`config.mk`:
```
export PLATFORM = sky130hd
export DESIGN_NAME = slow_divider_param
export DESIGN_NICKNAME = d
export VERILOG_FILES = /design/src/rtl/slow_divider_param.sv
export SDC_FILE = /design/constraint.sdc
export NUM_CORES = 1
export LEC_CHECK = 0
export ABC_CLOCK_PERIOD_IN_PS = 5320
export BUFFER_PORTS_ARGS = -buffer_cell sky130_fd_sc_hd__buf_2
export CAP_MARGIN = 15
export CORE_MARGIN = 2
export CORE_UTILIZATION = 23
export DETAILED_ROUTE_END_ITERATION = 6
export GPL_TIMING_DRIVEN = 0
export RECOVER_POWER = 50
export SKIP_LAST_GASP = 1
export SYNTH_ARGS = -nofsm -noshare
export SYNTH_HDL_FRONTEND = slang
export SYNTH_SLANG_ARGS = --single-unit
```
`constraint.sdc`:
```
create_clock -name clk -period 5.32 [get_ports clk]
set_clock_uncertainty 0.1 [all_clocks]
set_input_delay 0.532 -clock clk [delete_from_list [all_inputs] [get_ports clk]]
set_output_delay 0.532 -clock clk [all_outputs]
set_load 0.01 [all_outputs]
```
`src/rtl/slow_divider_param.sv`:
```
// Sequential restoring divider producing one quotient bit per clock, signed or unsigned per operation.
// Latency: valid pulses WIDTH+3 cycles after an accepted start, or 2 cycles after start when the divisor is zero.
// No backpressure: start is accepted only in IDLE/DONE and ignored while busy; results hold until the next accepted start.
module slow_divider_param #(
    parameter int WIDTH = 8
) (
    input  logic             clk,
    input  logic             rst,
    input  logic             start,
    input  logic             signed_mode,
    input  logic [WIDTH-1:0] X,
    input  logic [WIDTH-1:0] Y,
    output logic             busy,
    output logic             valid,
    output logic [WIDTH-1:0] quot,
    output logic [WIDTH-1:0] rem,
    output logic             div_by_zero,
    output logic             ovf
);

    typedef enum logic [2:0] {
        S_IDLE = 3'd0,
        S_PREP = 3'd1,
        S_ITER = 3'd2,
        S_FIX  = 3'd3,
        S_DONE = 3'd4
    } state_t;

    // Most negative two's-complement value; dividing it by -1 is the only signed overflow case.
    localparam logic [WIDTH-1:0] MIN_NEG  = {1'b1, {(WIDTH-1){1'b0}}};
    // Counter counts down to zero, so WIDTH iterations start from WIDTH-1.
    localparam logic [WIDTH-1:0] CNT_INIT = WIDTH'(WIDTH - 1);

    state_t           r_state;
    state_t           w_next;
    logic             w_busy;
    logic             w_valid;

    // Operands captured at start
    logic [WIDTH-1:0] r_x;
    logic [WIDTH-1:0] r_y;
    logic             r_signed;

    // Iteration state: r_dvd shifts dividend bits out of the top and quotient bits in at the bottom
    logic [WIDTH-1:0] r_dvd;
    logic [WIDTH-1:0] r_div;
    logic [WIDTH-1:0] r_acc;
    logic [WIDTH-1:0] r_cnt;
    logic             r_sign_q;
    logic             r_sign_r;

    // Held results
    logic [WIDTH-1:0] r_quot;
    logic [WIDTH-1:0] r_rem;
    logic             r_dbz;
    logic             r_ovf;

    logic             w_y_zero;
    logic             w_last;
    logic [WIDTH-1:0] w_x_mag;
    logic [WIDTH-1:0] w_y_mag;
    logic [WIDTH:0]   w_acc_sh;
    logic             w_q_bit;
    logic [WIDTH-1:0] w_acc_sub;
    logic [WIDTH-1:0] w_quot_fix;
    logic [WIDTH-1:0] w_rem_fix;
    logic             w_ovf_fix;

    assign w_y_zero = (r_y == '0);
    assign w_last   = (r_cnt == '0);

    // Operand magnitudes; in unsigned mode the raw bits are already the magnitude.
    assign w_x_mag  = (r_signed && r_x[WIDTH-1]) ? -r_x : r_x;
    assign w_y_mag  = (r_signed && r_y[WIDTH-1]) ? -r_y : r_y;

    // One restoring step: the (WIDTH+1)-bit partial remainder is the old remainder shifted
    // left with the next dividend bit appended. The difference always fits in WIDTH bits
    // when the subtraction is taken, so the narrow subtract is exact.
    assign w_acc_sh  = {r_acc, r_dvd[WIDTH-1]};
    assign w_q_bit   = (w_acc_sh >= {1'b0, r_div});
    assign w_acc_sub = w_acc_sh[WIDTH-1:0] - r_div;

    // Sign fix-up: truncation toward zero, remainder follows the dividend's sign.
    // MIN/-1 needs no special quotient handling: magnitude 2^(WIDTH-1) with positive
    // sign wraps to MIN by itself; only the flag has to be raised.
    assign w_quot_fix = r_sign_q ? -r_dvd : r_dvd;
    assign w_rem_fix  = r_sign_r ? -r_acc : r_acc;
    assign w_ovf_fix  = r_signed && (r_x == MIN_NEG) && (r_y == '1);

    // State register
    always_ff @(posedge clk) begin
        if (rst) begin
            r_state <= S_IDLE;
        end else begin
            r_state <= w_next;
        end
    end

    // Next-state and status decode
    always_comb begin
        w_next  = r_state;
        w_busy  = 1'b0;
        w_valid = 1'b0;
        unique case (r_state)
            S_IDLE: begin
                if (start) begin
                    w_next = S_PREP;
                end
            end
            S_PREP: begin
                w_busy = 1'b1;
                w_next = w_y_zero ? S_DONE : S_ITER;
            end
            S_ITER: begin
                w_busy = 1'b1;
                if (w_last) begin
                    w_next = S_FIX;
                end
            end
            S_FIX: begin
                w_busy = 1'b1;
                w_next = S_DONE;
            end
            S_DONE: begin
                w_valid = 1'b1;
                w_next  = start ? S_PREP : S_IDLE;
            end
            default: begin
                w_next = S_IDLE;
            end
        endcase
    end

    // Datapath: operand capture, iteration and result registers
    always_ff @(posedge clk) begin
        if (rst) begin
            r_x      <= '0;
            r_y      <= '0;
            r_signed <= 1'b0;
            r_dvd    <= '0;
            r_div    <= '0;
            r_acc    <= '0;
            r_cnt    <= '0;
            r_sign_q <= 1'b0;
            r_sign_r <= 1'b0;
            r_quot   <= '0;
            r_rem    <= '0;
            r_dbz    <= 1'b0;
            r_ovf    <= 1'b0;
        end else begin
            unique case (r_state)
                S_IDLE, S_DONE: begin
                    if (start) begin
                        r_x      <= X;
                        r_y      <= Y;
                        r_signed <= signed_mode;
                        r_dbz    <= 1'b0;
                        r_ovf    <= 1'b0;
                    end
                end
                S_PREP: begin
                    if (w_y_zero) begin
                        r_quot <= '1;
                        r_rem  <= r_x;
                        r_dbz  <= 1'b1;
                    end else begin
                        r_dvd    <= w_x_mag;
                        r_div    <= w_y_mag;
                        r_acc    <= '0;
                        r_cnt    <= CNT_INIT;
                        r_sign_q <= r_signed && (r_x[WIDTH-1] ^ r_y[WIDTH-1]);
                        r_sign_r <= r_signed && r_x[WIDTH-1];
                    end
                end
                S_ITER: begin
                    r_acc <= w_q_bit ? w_acc_sub : w_acc_sh[WIDTH-1:0];
                    r_dvd <= {r_dvd[WIDTH-2:0], w_q_bit};
                    r_cnt <= r_cnt - 1'b1;
                end
                S_FIX: begin
                    r_quot <= w_quot_fix;
                    r_rem  <= w_rem_fix;
                    r_ovf  <= w_ovf_fix;
                end
                default: begin
                end
            endcase
        end
    end

    assign busy        = w_busy;
    assign valid       = w_valid;
    assign quot        = r_quot;
    assign rem         = r_rem;
    assign div_by_zero = r_dbz;
    assign ovf         = r_ovf;

endmodule
```
[Yosys cells after proc, flatten, opt, wreduce, memory -nomap -nowiden]
Index checks and enable logic that the tools add are counted.
Storage, ports and cells
  register bits: 72
  output and inout bits: 20
  word-level logic and storage cells: 81
Operators by class
  add/subtract/negate cells: 6
  order comparisons: 1
  eq/ne operators: 11
  multiplexer cells: 26
  bitwise operators: 2
  reduce and logical (&&, ||, !) cells: 21
Operators with widths (number)
  two-way mux 8 bit: 10
  case mux 8 bit (2 select lines): 5
  negation 8 bit: 4
  == test 8 bit, second input constant: 2
  zero test 8 bit: 2
  case mux 3 bit (5 select lines): 1
  AND reduction 2 bit: 6
  inequality test 2 bit, second input constant: 5
  >= comparator 9 x 8 -> 1 bit: 1
  two-way mux 3 bit: 3
  nonzero test 2 bit: 4
  subtractor 8 x 1 -> 8 bit, second input constant: 1
  subtractor 8 bit: 1
  == test 3 x 2 -> 1 bit, second input constant: 2
  logical AND 1 bit: 5
  two-way mux 1 bit: 5
  case mux 1 bit (2 select lines): 2
  == test 3 x 1 -> 1 bit, second input constant: 1
  == test 3 bit, second input constant: 1
  zero test 3 bit: 1
  AND reduction 3 bit: 1
  OR reduction 3 bit: 1
  OR reduction 2 bit: 1
  inverter 1 bit: 1
  bitwise XOR 1 bit: 1

[Depth between registers and ports, before layout]
Gate-level depths: netlist of run 1.
  depth in word-level cells: 4
  mapped depth: 9
  depth with buffers taken out: 9

[Worst setup path before layout of run 1]
Ideal clock, no wire load.
  path kind: register to register
  start point: reg r_acc[3]
  end point: reg r_acc[1]
  arrival time: 1889 ps
  required time: 5094 ps
  slack: 3205 ps
  stages on the path, launching flop included: 8
  path buffers: 1
  path through: dfxtp_1 -> ha_1 -> and4_1 -> and2_1 -> a221oi_2 -> buf_2 -> mux2i_1 -> o21ai_0
On the way
  word-level cells in the longest chain between the ends: 3
Ends and longest elaborated chain
  start, declared: RTL line 47  | logic [WIDTH-1:0] r_acc;
  start signal, assigned: RTL line 176  | r_acc <= w_q_bit ? w_acc_sub : w_acc_sh[WIDTH-1:0];
  >= comparator 9 x 8 -> 1 bit: RTL line 80  | assign w_q_bit = (w_acc_sh >= {1'b0, r_div});
  two-way mux 8 bit: RTL line 176
  case mux 8 bit (2 select lines): RTL line 151  | unique case (r_state)
No other way between the ends.
A chain may end at the register's enable or synchronous reset.

[Worst setup path after layout of run 1]
  start point: reg r_y[0]
  end point: reg r_rem[4], in the netlist rem[4]
On the way
  word-level cells in the longest chain between the ends: 3
Ends and longest elaborated chain
  start, declared: RTL line 41  | logic [WIDTH-1:0] r_y;
  start signal, assigned: RTL line 138  | r_y <= '0;
  start signal, assigned: RTL line 155  | r_y <= Y;
  zero test 8 bit: RTL line 69  | assign w_y_zero = (r_y == '0);
  inequality test 2 bit (no line)
  AND reduction 2 bit (no line)
  end signal, assigned: RTL line 164  | r_rem <= r_x;
  end signal, assigned: RTL line 182  | r_rem <= w_rem_fix;
  end, declared: RTL line 54  | logic [WIDTH-1:0] r_rem;
No other way between the ends.

==> results.cfg, run 1 <==
[outcome]
status = finished, final reports clean

[clocking]
cts_tree = built
cts.sinks = 72
insertion_delay_ns = 0.33
hold_buffers = 0
postCtsSetupBuffers = 0
cts_resized = 0
cts_buffers = 9
path_clk_slew_ns = 0.06
clockBufferDepth = 2
root_buffer = clkbuf_16
cts-htree-levels = 3

[timing]
timing.fmax_mhz = 358
setup_viol = 0
rsz0062_at_grt = false
slew_headroom_pct = 17.8
finalHoldViolations = 0
setup_tns_ns = 0
finalMaxSlewViolations = 0
fin_crit_ns = 2.79
worst_pin_slew_ns = 1.23
post-route-period-util_pct = 52.5

[synthesis]
postSynthAreaPerCell_um2 = 8.18
synth_top_cell_by_area = dfxtp_1
synth_top_area_share_pct = 37.5
synth_edf_count = 0
async_flop_share_pct = 0
ys_seq_elements = 72
syn_inst = 470
syn_nets = 506
ys.flop_type = dfxtp_1
yosysWarningCount = 0
syn_area_um2 = 3850
synthTopCellsByArea = dfxtp_1 (37%), nand2_1 (6.6%), a21oi_1 (5.6%)
yosysSeqAreaShare_pct = 37.5
synth.distinct_cells = 58

[power]
cellLeakagePower_nw = 1.63
peakVddDrop_mv = 0.186
power.total_w = 0.00166
powerDensity_nw_per_um2 = 363

[floorplanning]
core_area_um2 = 16500
die_area_um2 = 17800
die_w_um = 133
die_y_um = 133
pin_count = 40
std_cell_rows = 47
start_util_pct = 23.4

[setup_path]
crit_buf_inv = 2
required_ns = 5.47
endpoint_kind = flip-flop
crit_fanout = 8
crit_type = reg2reg
path_cells = inv_1 > ha_1 > nor3b_1 > nand4_1 > and2_0 > clkbuf_1 > a211o_1 > a21oi_1
crit_slowest_cell = nand4_1
crit_family = simple AND/OR/NAND/NOR gates
worstSetupStartpointType = flip-flop
cpPeakStageDelay_ns = 0.57
arrival_ns = 2.95

[placement]
dp_hpwl_um = 7640
routabilityCongestion = 0.829
port_buffers = 38
dpl-instance-area_um2 = 4310

[global_route]
grt-ovfl-total = 0
grt_max_degree = 13
grt_pass1_vias = 3129
antenna_found_initial = 0
grt_pass1_wl_um = 16800
track_usage_pct = 11.7

[detailed_routing]
post_drt_wl_per_cell_um = 13.6
drt_iter0_drc = 189
drtAntennaViolNets = 0
via_per_inst = 4.53
drt_first_pass_iters = 4
drc = 0
vias = 3368
drt-total-wl_um = 10100

[flow_run]
drv_cap = 0

[layout]
design_area_um2 = 4590
layout-drive-gt1-share_pct = 9.73
antennaDiodeCount = 0
fin_nets = 555
fillers = 1845
area_growth_pct = 19.3

[worst_hold_path]
worstHoldPathType = in2reg
[cells in the final DEF (no fill, tap or decap), drive strengths merged, types with 10 or more instances in the layout]
master  synthesis  layout
buf             9      26
xnor2          19      19
a211oi         19      19
nand3          10      10
xor2           13      13
nor3           14      14
nor2           44      44
dfxtp          72      72
ha             15      15
nand2          68      68
o21ai          13      13
a21oi          43      43
inv            21      21
clkbuf         22      55
[flip-flops by register name, summed over array words and instances, names as in the netlist, 3 cells and up]
register,cells
rem,8
r_acc,8
r_x,8
r_dvd,8
quot,8
r_div,8
r_state,3
r_y,8
r_cnt,8
[through the flow]
stage | hold slack [ns] | setup WS (ns) | cells | utilization [%]
after CTS | 0.330 | 2.77 | 744 | 28.2
after detailed placement | 0.344 | 2.80 | 728 | 26.2
after global routing | 0.340 | 2.23 | 744 | 27.9
after global placement | 0.339 | 2.82 | 728 | 26.2
final | 0.337 | 2.53 | 744 | 27.9
after floorplan | 0.340 | 3.21 | 470 | -
[cells in the mapped netlist (11+ instances only)]
library cell	count
nand2_1	68
a211oi_1	19
inv_1	21
o21ai_0	13
ha_1	15
nor2_1	43
clkbuf_1	22
xor2_1	13
xnor2_1	19
a21oi_1	43
nor3_1	11
dfxtp_1	72
[where the power goes]
group	switching [W]	total (W)	internal, W
sequential	0.0000488	0.000635	0.000587
clock	0.000225	0.000650	0.000425
combinational	0.000221	0.000379	0.000158
total	0.000495	0.00166	0.00117
[worst register-to-register path, stage by stage (launching register included)]
cell and delay (ns):
dfxtp_1 0.37, inv_1 0.08, ha_1 0.15, nor3b_1 0.51, nand4_1 0.57, and2_0 0.35
clkbuf_1 0.17, a211o_1 0.27, a21oi_1 0.15
[area by class of cell]
type                       instances  area [µm²]  share of cell area, %
inverter                          21        78.8                   1.72
clock inverter                     4        77.6                   1.69
clock buffer                      12         246                   5.37
multi-input combinational        346        2170                   47.2
tap                              220         275                   6.00
timing repair buffer              38         166                   3.63
buffer                            31         136                   2.97
sequential                        72        1440                   31.4
[worst paths after layout]
path                             from  slack [ns]  cells past startpoint                  end
hold reg to reg   rem[3]$_SDFFE_PP0P_        0.35                      2  rem[3]$_SDFFE_PP0P_
hold / removal                   Y[2]        0.34                      3  r_y[2]$_SDFFE_PP0P_
setup / recovery  r_y[0]$_SDFFE_PP0P_        2.53                      8  rem[4]$_SDFFE_PP0P_
setup reg to reg  r_y[0]$_SDFFE_PP0P_        2.53                      8  rem[4]$_SDFFE_PP0P_
[metal layers]
metal  share of wire, %  wire, µm  global-route usage [%]  vias up
li1                   -         -                       -     1757
met1                 52      5260                    17.7     1510
met2                 41      4170                    16.7       90
met3                5.5       557                    2.28       11
met4                1.3       135                    3.72        0
met5                  0         0                       0        -
[kinds of logic (layout without fill, tap and decap cells)]
kind of cell,Yosys count,in the layout,share of synthesized area (%)
AND/OR/NAND/NOR,175,175,22.5
AO/OA/AOI/OAI,114,114,19.3
flip-flops,72,72,37.5
buffers and inverters,52,106,5.63
XOR/XNOR,32,32,7.29
adder cells (fa/ha/maj),16,16,5.40
multiplexers,9,9,2.34
Note: power is estimated with default switching activity, not from simulation.
==> run 2, diff against run 1 <==
--- a/config.mk
+++ b/config.mk
@@ -5,7 +5,8 @@
 export SDC_FILE = /design/constraint.sdc
 export NUM_CORES = 1
 export LEC_CHECK = 0
-export ABC_CLOCK_PERIOD_IN_PS = 5320
+export ABC_AREA = 1
+export ABC_CLOCK_PERIOD_IN_PS = 2500
 export BUFFER_PORTS_ARGS = -buffer_cell sky130_fd_sc_hd__buf_2
 export CAP_MARGIN = 15
 export CORE_MARGIN = 2
==> constraint.sdc (replaced) <==
create_clock -name clk -period 2.5 [get_ports clk]
set_clock_uncertainty 0.1 [all_clocks]
set_input_delay 0.25 -clock clk [delete_from_list [all_inputs] [get_ports clk]]
set_output_delay 0.25 -clock clk [all_outputs]
set_load 0.01 [all_outputs]
==> results.cfg, run 2 <==
[synthesis]
async_flop_share_pct = 0
synth_edf_count = 0
yosysSeqAreaShare_pct = 35.9
synth_top_area_share_pct = 35.9
ys_seq_elements = 72
syn_area_um2 = 4010
yosysWarningCount = 0
synth_most_common_cell = nand2_1
synth.distinct_cells = 36
ys.flop_type = dfxtp_1
syn_nets = 627
synthTopCellsByArea = dfxtp_1 (36%), nand2_1 (11%), a21oi_1 (8.4%)
synth_top_cell_by_area = dfxtp_1
postSynthAreaPerCell_um2 = 6.79
syn_inst = 591
synthTopCellsByCount = nand2_1 (115), dfxtp_1 (72), inv_1 (72)

[power]
p_comb_share_pct = 57.7
powerDensity_nw_per_um2 = 1560
power_frac_seq_pct = 24.9
peakVddDrop_mv = 0.537
clkPwrFrac_pct = 17.4
switching_power_w = 0.00358
cellLeakagePower_nw = 2.03
p_sw_share_pct = 48.4
intPower_w = 0.00382

[detailed_routing]
drt-total-wl_um = 11500
via_per_inst = 4.60
drc = 0
drtAntennaViolNets = 0
drt_iter0_drc = 230
vias = 4005
drt_first_pass_iters = 5
post_drt_wl_per_cell_um = 13.2

[placement]
routabilityCongestion = 0.866
port_buffers = 39
dp_hpwl_um = 8990

[clocking]
insertion_delay_ns = 0.33
postCtsSetupBuffers = 0
hold_buffers = 0
path_clk_slew_ns = 0.06
cts-htree-levels = 3
cts_tree = built
cts.sinks = 72
clockBufferDepth = 2
cts_buffers = 9
root_buffer = clkbuf_16
cts_resized = 0

[setup_path]
crit_fanout = 6
endpoint_kind = flip-flop
crit_buf_inv = 1
crit_type = reg2reg
required_ns = 2.66
cpPeakStageDelay_ns = 0.62
worstSetupStartpointType = flip-flop
crit_slowest_cell = o21ai_0
arrival_ns = 2.39
path_cells = inv_1 > ha_1 > nand3_1 > nor2_2 > nand2_1 > o21ai_0 > nand2_1 > o21ai_0
crit_family = compound AO/OA/AOI/OAI gates

[layout]
layout_commonest_cell = nand2_1
antennaDiodeCount = 0
fin_nets = 677
layout-drive-gt1-share_pct = 8.20
mostFrequentLayoutCells = nand2_1 (115), inv_1 (72), dfxtp_1 (72)
fillers = 1964
area_growth_pct = 18.2

[worst_hold_path]
worstHoldPathType = in2reg

[flow_run]
drv_cap = 0

[global_route]
grt_pass1_vias = 3768
grt-ovfl-total = 0
grt_pass1_wl_um = 18800
grt_max_degree = 12
antenna_found_initial = 0
track_usage_pct = 12.9

[floorplanning]
die_area_um2 = 18500
pin_count = 40
die_w_um = 136
std_cell_rows = 48
core_area_um2 = 17200
die_y_um = 136
start_util_pct = 23.4

[timing]
post-route-period-util_pct = 89.2
worst_pin_slew_ns = 0.773
timing.fmax_mhz = 449
fin_crit_ns = 2.23
rsz0062_at_grt = false
setup_tns_ns = 0
finalHoldViolations = 0
setup_viol = 0
slew_headroom_pct = 47.9
holdWs_ns = 0.0461
finalMaxSlewViolations = 0

[outcome]
status = finished, final reports clean
[run 2: cell count changes in the layout (fill, tap and decap cells not counted), moves of 24 or more]
cell	delta
nand2_1	+47
inv_1	+51
nand3_1	+50
a21oi_1	+24
o21ai_0	+49
[run 2: cell families (layout without fill, tap and decap cells)]
kind of cell / count (synthesis) / after routing / share of synthesized area (%)
xor+xnor: 10 / 10 / 2.18
fa+ha+maj: 16 / 16 / 5.18
compound gates: 146 / 146 / 19.4
buf+inv: 95 / 150 / 9.48
flops: 72 / 72 / 35.9
simple gates: 252 / 252 / 27.8
[run 2: per-stage QoR]
| step | setup slack, ns | instance area (µm²) | power (W) | cells | util, % |
|---|---|---|---|---|---|
| floorplan | 0.788 | 4010 | 0.00529 | 591 | - |
| global placement | 0.392 | 4490 | 0.00608 | 855 | 26.1 |
| detailed placement | 0.380 | 4490 | 0.00612 | 855 | 26.1 |
| CTS | 0.371 | 4790 | 0.00744 | 871 | 27.9 |
| global route | 0.104 | 4740 | 0.00811 | 871 | 27.6 |
| finish | 0.271 | 4740 | 0.00740 | 871 | 27.6 |
[run 2: area by class of cell]
| type | instances | area [µm²] | area share [%] |
|---|---|---|---|
| clock inverter | 3 | 40.0 | 0.844 |
| inverter | 75 | 282 | 5.94 |
| buffer | 20 | 96.3 | 2.03 |
| multi-input combinational | 424 | 2170 | 45.8 |
| tap | 225 | 282 | 5.94 |
| clock buffer | 13 | 260 | 5.49 |
| sequential | 72 | 1440 | 30.4 |
| timing repair buffer | 39 | 170 | 3.59 |
[run 2: path summary, 6_finish.rpt]
| path | slack [ns] | startpoint | to | cells after the start |
|---|---|---|---|---|
| max | 0.27 | r_y[0]$_SDFFE_PP0P_ | r_sign_q$_SDFFE_PP0P_ | 8 |
| min | 0.05 | rst | r_cnt[2]$_SDFFE_PP0P_ | 2 |
| max reg2reg | 0.27 | r_y[0]$_SDFFE_PP0P_ | r_sign_q$_SDFFE_PP0P_ | 8 |
| min reg2reg | 0.37 | rem[7]$_SDFFE_PP0P_ | rem[7]$_SDFFE_PP0P_ | 2 |
[run 2: routing by layer]
metal	up-vias	share of wire (%)	global-route usage, %
met5	-	0	0
met4	0	2.4	4.92
met3	25	3.5	2.46
li1	2074	-	-
met2	87	47	21.8
met1	1819	47	16.3
[run 2: power by group through the flow]
stage	clock network, W	logic (W)	registers, W
after floorplan	0	0.00348	0.00182
after global placement	0	0.00422	0.00186
after detailed placement	0	0.00426	0.00186
after CTS	0.00131	0.00429	0.00184
after global routing	0.00136	0.00486	0.00189
final	0.00129	0.00427	0.00185
==> run 3, diff against run 2 <==
==> constraint.sdc (replaced) <==
create_clock -name clk -period 2.5 [get_ports clk]
set_clock_uncertainty 0.1 [all_clocks]
set_input_delay 0.125 -clock clk [delete_from_list [all_inputs] [get_ports clk]]
set_output_delay 0.125 -clock clk [all_outputs]
set_load 0.01 [all_outputs]
==> results.cfg, run 3 (synthesis gave the netlist of run 2 again) <==
[global_route]
grt-ovfl-total = 0
track_usage_pct = 13.0
grt_pass1_vias = 3838
grt_pass1_wl_um = 18900
grt_max_degree = 12
antenna_found_initial = 0

[floorplanning]
die_y_um = 136
core_area_um2 = 17200
die_w_um = 136
std_cell_rows = 48
die_area_um2 = 18500
pin_count = 40
start_util_pct = 23.4

[clocking]
postCtsSetupBuffers = 0
cts-htree-levels = 3
cts_buffers = 9
insertion_delay_ns = 0.33
cts.sinks = 72
path_clk_slew_ns = 0.06
clockBufferDepth = 2
cts_tree = built
root_buffer = clkbuf_16

[setup_path]
crit_slowest_cell = o21ai_0
arrival_ns = 2.39
r2r-end = r_sign_q$_SDFFE_PP0P_
reg2regPathDepth = 8
crit_fanout = 6
cp.depth = 8
endpoint_kind = flip-flop
crit_family = compound AO/OA/AOI/OAI gates
rrSetupSlack_ns = 0.27
worstSetupStartpointType = flip-flop
crit_type = reg2reg
endpoint = r_sign_q$_SDFFE_PP0P_
reg2reg_from = r_y[0]$_SDFFE_PP0P_
setup.worst_path.start = r_y[0]$_SDFFE_PP0P_
required_ns = 2.66
cpPeakStageDelay_ns = 0.64
path_cells = inv_1 > ha_1 > nand3_1 > nor2_2 > nand2_1 > o21ai_0 > nand2_1 > o21ai_0
crit_buf_inv = 1

[detailed_routing]
via_per_inst = 4.64
drt_first_pass_iters = 7
drt_iter0_drc = 210
vias = 4100
post_drt_wl_per_cell_um = 13.1
drtAntennaViolNets = 0
drc = 0
drt-total-wl_um = 11600

[timing]
setup_viol = 0
finalMaxSlewViolations = 0
fin_crit_ns = 2.23
holdWs_ns = 0.00723
timing.fmax_mhz = 449
slew_headroom_pct = 46.3
worst_pin_slew_ns = 0.798
finalHoldViolations = 0
setup_tns_ns = 0
post-route-period-util_pct = 89.1
rsz0062_at_grt = false

[placement]
placed_cells = 855
dp_hpwl_um = 8990
routabilityCongestion = 0.866
port_buffers = 39

[worst_hold_path]
worstHoldPathType = in2reg

[power]
cellLeakagePower_nw = 2.09
powerDensity_nw_per_um2 = 1530
power.total_w = 0.00744
peakVddDrop_mv = 0.540

[layout]
fin_nets = 690
mostFrequentLayoutCells = nand2_1 (117), inv_1 (72), dfxtp_1 (72)
layout_commonest_cell = nand2_1
antennaDiodeCount = 0
fin_cells = 884
area_growth_pct = 21.4
fillers = 1953
layout-drive-gt1-share_pct = 7.89

[flow_run]
drv_cap = 0

[outcome]
status = finished, final reports clean
## run 3: cell count changes in the layout (fill, tap and decap cells not counted), sizes merged
cell / previous run / this run
buf: 25 / 26
clkbuf: 47 / 46
dlygate4sd3: 0 / 13
## run 3: report_power, final
group	leakage, nW	switching, W	internal [W]
Sequential	0.589	0.000325	0.00152
Clock	0.150	0.000471	0.000824
Combinational	1.35	0.00280	0.00150
## run 3: stage by stage
step	area [µm²]	setup WS [ns]	utilization (%)
finish	4870	0.273	28.4
global placement	4490	0.392	26.1
detailed placement	4490	0.380	26.1
CTS	4920	0.371	28.6
global route	4870	0.101	28.4
floorplan	4010	0.788	-
## run 3: final cells by class
class / instances / area (µm²) / share of cell area, %
well taps: 225 / 282 / 5.78
flip-flops and latches: 72 / 1440 / 29.6
repair buffers: 52 / 299 / 6.14
clock buffers: 13 / 260 / 5.34
clock inverters: 3 / 40.0 / 0.822
inverters: 75 / 282 / 5.78
multi-input cells: 424 / 2170 / 44.5
plain buffers: 20 / 98.8 / 2.03
## run 3: routing by layer
metal | vias to the layer above | track usage (%) | wire, µm
li1 | 2094 | - | -
met1 | 1864 | 16.3 | 5390
met2 | 117 | 22.0 | 5430
met3 | 25 | 2.54 | 504
met4 | 0 | 4.98 | 274
met5 | - | 0 | 0
## run 3: worst min path at each step
stage | from | to | slack (ns) | cells past startpoint
6_report | Y[0] | r_y[0]$_SDFFE_PP0P_ | 0.007 | 3
5_1_grt | X[0] | r_x[0]$_SDFFE_PP0P_ | 0.02 | 3
4_1_cts | X[0] | r_x[0]$_SDFFE_PP0P_ | 0.003 | 3
3_5_place_dp | rst | r_cnt[2]$_SDFFE_PP0P_ | 0.27 | 2
3_3_place_gp | rst | r_cnt[2]$_SDFFE_PP0P_ | 0.28 | 2
2_1_floorplan | rst | r_cnt[2]$_SDFFE_PP0P_ | 0.09 | 1
## run 3: what timing repair did
action,in CTS,in global routing
hold endpoints to repair,14,0
gates resized for setup,0,0
hold buffers,13,0
## run 3: worst reg2reg max path, stage by stage, from the launching register on
cell,delay (ns)
dfxtp_1,0.31
inv_1,0.12
ha_1,0.18
nand3_1,0.11
nor2_2,0.12
nand2_1,0.08
o21ai_0,0.64
nand2_1,0.28
o21ai_0,0.21
